`src/rtl/uart_stream_bridge.sv`:
```
// Command-driven bridge from the sensor-data FIFO stream to the UART TX stream.
// Define UART_STREAM_CHECKSUM_EN to append an XOR checksum byte after each send/burst.
module uart_stream_bridge #(
    parameter int                DATA_W         = 8,
    parameter int                BURST_W        = 8,
    parameter logic [DATA_W-1:0] CMD_SEND       = 8'hA5,
    parameter logic [DATA_W-1:0] CMD_BURST      = 8'hB5,
    parameter logic [DATA_W-1:0] CMD_STATUS     = 8'hC5,
    parameter int                TIMEOUT_CYCLES = 1024,
    parameter logic [DATA_W-1:0] PAD_BYTE       = 8'h00
) (
    input  logic              i_clk,
    input  logic              i_rst_n,
    input  logic [DATA_W-1:0] i_rx_data,
    input  logic              i_rx_valid,
    output logic              o_rx_ready,
    input  logic [DATA_W-1:0] i_fifo_data,
    input  logic              i_fifo_valid,
    output logic              o_fifo_ready,
    input  logic              i_fifo_full,
    output logic [DATA_W-1:0] o_tx_data,
    output logic              o_tx_valid,
    input  logic              i_tx_ready,
    output logic              o_busy,
    output logic              o_overflow,
    output logic              o_cmd_err
);

    localparam int TMR_W = (TIMEOUT_CYCLES > 1) ? $clog2(TIMEOUT_CYCLES) : 1;
    localparam logic [TMR_W-1:0]   TMR_LAST = TMR_W'(TIMEOUT_CYCLES - 1);
    localparam logic [BURST_W-1:0] CNT_ONE  = BURST_W'(1);

    typedef enum logic [2:0] {
        ST_IDLE,
        ST_GET_COUNT,
        ST_FETCH,
        ST_SEND,
        ST_STATUS
`ifdef UART_STREAM_CHECKSUM_EN
        , ST_CHKSUM
`endif
    } state_t;

    state_t               state_q, state_d;
    logic [BURST_W-1:0]   count_q, count_d;
    logic [TMR_W-1:0]     timer_q, timer_d;
    logic                 timeout_q, timeout_d;
    logic                 overflow_q, overflow_d;
    logic [DATA_W-1:0]    tx_data_q, tx_data_d;
    logic                 cmd_err_q, cmd_err_d;
    logic                 rx_ready_q, rx_ready_d;
    logic                 fifo_ready_q, fifo_ready_d;
    logic                 tx_valid_q, tx_valid_d;
    logic                 busy_q, busy_d;
`ifdef UART_STREAM_CHECKSUM_EN
    logic [DATA_W-1:0]    chk_q, chk_d;
`endif

    logic rx_fire;
    logic fifo_fire;
    logic tx_fire;

    // Status byte layout, MSB first: overflow, FIFO full, timeout, then zeros.
    function automatic logic [DATA_W-1:0] status_byte(input logic ovf, input logic full,
                                                      input logic tmo);
        logic [DATA_W-1:0] s;
        s             = '0;
        s[DATA_W-1]   = ovf;
        s[DATA_W-2]   = full;
        s[DATA_W-3]   = tmo;
        return s;
    endfunction

    assign rx_fire   = i_rx_valid & rx_ready_q;
    assign fifo_fire = i_fifo_valid & fifo_ready_q;
    assign tx_fire   = tx_valid_q & i_tx_ready;

    always_comb begin
        state_d    = state_q;
        count_d    = count_q;
        timer_d    = timer_q;
        timeout_d  = timeout_q;
        overflow_d = overflow_q | i_fifo_full;
        tx_data_d  = tx_data_q;
        cmd_err_d  = 1'b0;
`ifdef UART_STREAM_CHECKSUM_EN
        chk_d      = chk_q;
`endif
        case (state_q)
            ST_IDLE: begin
                if (rx_fire) begin
                    if (i_rx_data == CMD_SEND) begin
                        count_d = CNT_ONE;
                        timer_d = '0;
                        state_d = ST_FETCH;
`ifdef UART_STREAM_CHECKSUM_EN
                        chk_d   = '0;
`endif
                    end else if (i_rx_data == CMD_BURST) begin
                        state_d = ST_GET_COUNT;
`ifdef UART_STREAM_CHECKSUM_EN
                        chk_d   = '0;
`endif
                    end else if (i_rx_data == CMD_STATUS) begin
                        // Snapshot on entry so the byte stays stable while the UART stalls.
                        tx_data_d = status_byte(overflow_d, i_fifo_full, timeout_q);
                        state_d   = ST_STATUS;
                    end else begin
                        cmd_err_d = 1'b1;
                    end
                end
            end
            ST_GET_COUNT: begin
                if (rx_fire) begin
                    count_d = i_rx_data[BURST_W-1:0];
                    if (i_rx_data[BURST_W-1:0] == '0) begin
`ifdef UART_STREAM_CHECKSUM_EN
                        tx_data_d = chk_q;
                        state_d   = ST_CHKSUM;
`else
                        state_d   = ST_IDLE;
`endif
                    end else begin
                        timer_d = '0;
                        state_d = ST_FETCH;
                    end
                end
            end
            ST_FETCH: begin
                if (fifo_fire) begin
                    tx_data_d = i_fifo_data;
                    timer_d   = '0;
                    state_d   = ST_SEND;
                end else if (timer_q == TMR_LAST) begin
                    tx_data_d = PAD_BYTE;
                    timeout_d = 1'b1;
                    timer_d   = '0;
                    state_d   = ST_SEND;
                end else begin
                    timer_d = timer_q + 1'b1;
                end
            end
            ST_SEND: begin
                if (tx_fire) begin
                    count_d = count_q - CNT_ONE;
`ifdef UART_STREAM_CHECKSUM_EN
                    chk_d   = chk_q ^ tx_data_q;
`endif
                    if (count_q == CNT_ONE) begin
`ifdef UART_STREAM_CHECKSUM_EN
                        tx_data_d = chk_q ^ tx_data_q;
                        state_d   = ST_CHKSUM;
`else
                        state_d   = ST_IDLE;
`endif
                    end else begin
                        state_d = ST_FETCH;
                    end
                end
            end
            ST_STATUS: begin
                if (tx_fire) begin
                    // A full flag in the clearing cycle re-arms overflow.
                    overflow_d = i_fifo_full;
                    timeout_d  = 1'b0;
                    state_d    = ST_IDLE;
                end
            end
`ifdef UART_STREAM_CHECKSUM_EN
            ST_CHKSUM: begin
                if (tx_fire) begin
                    state_d = ST_IDLE;
                end
            end
`endif
            default: state_d = ST_IDLE;
        endcase
    end

    // Handshake outputs are registered, decoded from the next state.
    always_comb begin
        rx_ready_d   = (state_d == ST_IDLE) || (state_d == ST_GET_COUNT);
        fifo_ready_d = (state_d == ST_FETCH);
        tx_valid_d   = (state_d == ST_SEND) || (state_d == ST_STATUS);
`ifdef UART_STREAM_CHECKSUM_EN
        if (state_d == ST_CHKSUM) begin
            tx_valid_d = 1'b1;
        end
`endif
        busy_d       = (state_d != ST_IDLE);
    end

    always_ff @(posedge i_clk or negedge i_rst_n) begin
        if (!i_rst_n) begin
            state_q      <= ST_IDLE;
            count_q      <= '0;
            timer_q      <= '0;
            timeout_q    <= 1'b0;
            overflow_q   <= 1'b0;
            tx_data_q    <= '0;
            cmd_err_q    <= 1'b0;
            rx_ready_q   <= 1'b0;
            fifo_ready_q <= 1'b0;
            tx_valid_q   <= 1'b0;
            busy_q       <= 1'b0;
`ifdef UART_STREAM_CHECKSUM_EN
            chk_q        <= '0;
`endif
        end else begin
            state_q      <= state_d;
            count_q      <= count_d;
            timer_q      <= timer_d;
            timeout_q    <= timeout_d;
            overflow_q   <= overflow_d;
            tx_data_q    <= tx_data_d;
            cmd_err_q    <= cmd_err_d;
            rx_ready_q   <= rx_ready_d;
            fifo_ready_q <= fifo_ready_d;
            tx_valid_q   <= tx_valid_d;
            busy_q       <= busy_d;
`ifdef UART_STREAM_CHECKSUM_EN
            chk_q        <= chk_d;
`endif
        end
    end

    assign o_rx_ready   = rx_ready_q;
    assign o_fifo_ready = fifo_ready_q;
    assign o_tx_data    = tx_data_q;
    assign o_tx_valid   = tx_valid_q;
    assign o_busy       = busy_q;
    assign o_overflow   = overflow_q;
    assign o_cmd_err    = cmd_err_q;

endmodule

```
`config.mk`:
```
export PLATFORM = sky130hd
export DESIGN_NAME = uart_stream_bridge
export DESIGN_NICKNAME = d
export VERILOG_FILES = /design/src/rtl/uart_stream_bridge.sv
export SDC_FILE = /design/constraint.sdc
export NUM_CORES = 1
export LEC_CHECK = 0
export ABC_CLOCK_PERIOD_IN_PS = 2610
export BUFFER_PORTS_ARGS = -buffer_cell sky130_fd_sc_hd__buf_4
export CORE_MARGIN = 5
export CORE_UTILIZATION = 40
export CTS_CLUSTER_SIZE = 40
export DETAILED_ROUTE_END_ITERATION = 8
export MAX_ROUTING_LAYER = met4
export RECOVER_POWER = 50
export SYNTH_ARGS = -nofsm -noshare
export SYNTH_HDL_FRONTEND = slang
export SYNTH_SLANG_ARGS = --single-unit
```
`constraint.sdc`:
```
create_clock -name i_clk -period 2.61 [get_ports i_clk]
set_clock_uncertainty 0.15 [all_clocks]
set_input_delay 0.522 -clock i_clk [delete_from_list [all_inputs] [get_ports i_clk]]
set_output_delay 0.522 -clock i_clk [all_outputs]
set_load 0.1 [all_outputs]
```
==> flow_summary.json <==
{
  "status": "finished clean",
  "cts_tree": "done",
  "hpwl_um": 3710,
  "cts_resized": 0,
  "p_per_area_nw_per_um2": 1290,
  "p_comb_frac": 0.559,
  "post-route-min-period_ns": 2.18,
  "switching_share": 0.523,
  "ys_warn_count": 0,
  "track_usage": 0.169,
  "setup_viol": 0,
  "crit_type": "flop to primary output",
  "fp.dieH_um": 81.6,
  "cts-hold-fix-buffers": 0,
  "intPower_uw": 1520,
  "crit_start": "o_tx_data[5]",
  "yosysTopAreaCell": "dfrtp_1",
  "period_share": 0.835,
  "path_buf_inv": 1,
  "ys_seq_area_frac": 0.439,
  "diodes": 0,
  "post_cts_buffers": 0,
  "vias_per_cell": 5.47,
  "row_count": 26,
  "cpMaxStageDelayCell": "clkbuf_1",
  "fin_tns_setup_ns": 0,
  "hold_ws_ns": 0.0265,
  "crit_path_end_kind": "primary output",
  "synthTopCellsByCount": "36 x dfrtp_1, 20 x nor2_1, 17 x nand2_1, 16 x o21ai_0, 13 x nand3_1",
  "regArea_um2": 901,
  "grt_antenna_before_repair": 0,
  "yosysMostFrequentCell": "dfrtp_1",
  "portBuffers": 35,
  "num_io_pins": 36,
  "use_met2": 0.249,
  "ctsRootBufferMaster": "clkbuf_8",
  "synthCells": 217,
  "p_clk_frac": 0.153,
  "area_growth_pct": 20.3,
  "ys_types": 51,
  "initial_core_util": 0.407,
  "ir_drop_uv": 504,
  "cts_max_level": 2,
  "drv_slew": 0,
  "synth-seq-cells": 36,
  "drc": 0,
  "p_switching_uw": 1660,
  "worst_slack_ns": 0.431,
  "fmax_ghz": 0.459,
  "core_area_um2": 5040,
  "max-clock-path-buffers": 2,
  "worstPathMaxFanout": 2,
  "instances_no_fill": 326,
  "numClockSinks": 36,
  "busiest_layer": "met2",
  "clkTransAtPathRegs_ns": 0.07,
  "cts_buffers": 5,
  "ys_async_sr_fraction": 1.00,
  "tightest_slew_ns": 1.18,
  "path_delay_family": "buffers and inverters",
  "syn_area_per_cell_um2": 9.46,
  "crit_path_start_kind": "flop",
  "overflow": 0,
  "hp-class": "input port to async pin",
  "hold_viol": 0,
  "path_cells": "clkbuf_1",
  "maxSlewHeadroom": 0.213,
  "routed_wl_um": 4890,
  "first_iter_violations": 52,
  "synth_top_area_share": 0.439,
  "placed_cell_area_um2": 2380,
  "dr.pass1.iters": 4,
  "ys.flop_type": "dfrtp_1",
  "cpPeakStageDelay_ns": 0.86,
  "multi_input_area_um2": 1070,
  "die_w_um": 81.6,
  "dp_cells": 318,
  "synth_nets": 242,
  "r2r-start": "state_q[1]",
  "use_met1": 0.230,
  "design_area_um2": 2470,
  "place_ws_ns": 0.387,
  "die_area_um2": 6660,
  "synth_area_leaders": "dfrtp_1 44%, o21ai_0 3.9%, nor2_1 3.7%",
  "grt_pass1_vias": 1683,
  "grt_max_degree": 37,
  "grt_pass1_wl_um": 8340,
  "p_leak_uw": 0.00107,
  "gr-usage-met3": 0.0362,
  "drv_cap": 0,
  "cp.arrival_ns": 1.51,
  "synth_edf_count": 0,
  "ant_nets": 0,
  "p_seq_frac": 0.288,
  "wl_per_cell_um": 15.0,
  "gp_congestion": 0.890,
  "worstPathRequired_ns": 1.94,
  "vias": 1783,
  "rsz0062_at_grt": "false",
  "fill_cells": 519,
  "nets": 280,
  "syn-cell-area_um2": 2050,
  "drive_gt1_frac": 0.199,
  "worstSkewPairLatency_ns": 0.29
}
## registers in the layout (all words and copies together), names as in the netlist, 3 cells and up
register and cells:
o_tx_data 8, count_q 8, state_q 3, timer_q 10
## cells in the final DEF, fill, tap and decap left out, types with 7 or more instances in the layout
cell type	Yosys	routed
clkbuf_1	1	7
o21ai_0	16	16
a21oi_1	7	7
buf_4	3	32
o31ai_1	7	7
inv_1	9	9
nand3_1	13	13
nor2_1	20	20
nand2_1	17	17
o21ai_1	8	8
dfrtp_1	36	36
## stage by stage
stage / utilization / total power, uW
finish: 0.490 / 3180
global placement: 0.473 / 2730
CTS: 0.494 / 3240
floorplan: - / 2310
detailed placement: 0.473 / 2740
global route: 0.490 / 3390
## final timing paths
| check | end | slack (ns) | cells after the start |
|---|---|---|---|
| setup reg to reg | o_tx_valid | 0.43 | 6 |
| min in group i_clk | o_overflow | 0.28 | 2 |
| hold / removal | count_q[7] | 0.03 | 1 |
| setup / recovery | o_tx_data[5] | 0.43 | 1 |
| max in group asynchronous | state_q[0] | 1.96 | 1 |
| hold reg to reg | o_tx_data[6] | 0.35 | 1 |
## cell type report
cell class,count,share of cell area
Timing Repair Buffer,38,0.106
Clock inverter,2,0.0142
Inverter,10,0.0152
Tap cell,70,0.0355
Sequential cell,36,0.365
Multi-Input combinational cell,164,0.434
Clock buffer,6,0.0294
## power by group through the flow
stage	combinational, uW	sequential, uW	clock (uW)
final	1780	915	484
after global routing	1910	950	533
after CTS	1820	916	502
after detailed placement	1810	925	0
after global placement	1800	926	0
after floorplan	773	1530	0
## routing by layer
| metal | share of wire | vias to the layer above |
|---|---|---|
| met4 | 0.015 | 0 |
| li1 | - | 900 |
| met3 | 0.037 | 6 |
| met2 | 0.45 | 26 |
| met1 | 0.50 | 851 |
| met5 | 0 | - |
## cell families (layout without fill, tap and decap cells)
group / Yosys count / after routing / synth area share
AO/OA/AOI/OAI: 67 / 67 / 0.227
XOR/XNOR: 1 / 1 / 0.00427
adder cells (fa/ha/maj): 3 / 3 / 0.0183
buffers and inverters: 17 / 56 / 0.0384
flip-flops: 36 / 36 / 0.439
multiplexers: 6 / 6 / 0.0311
AND/OR/NAND/NOR: 87 / 87 / 0.242
No activity file was read; power rests on OpenSTA's default activity.
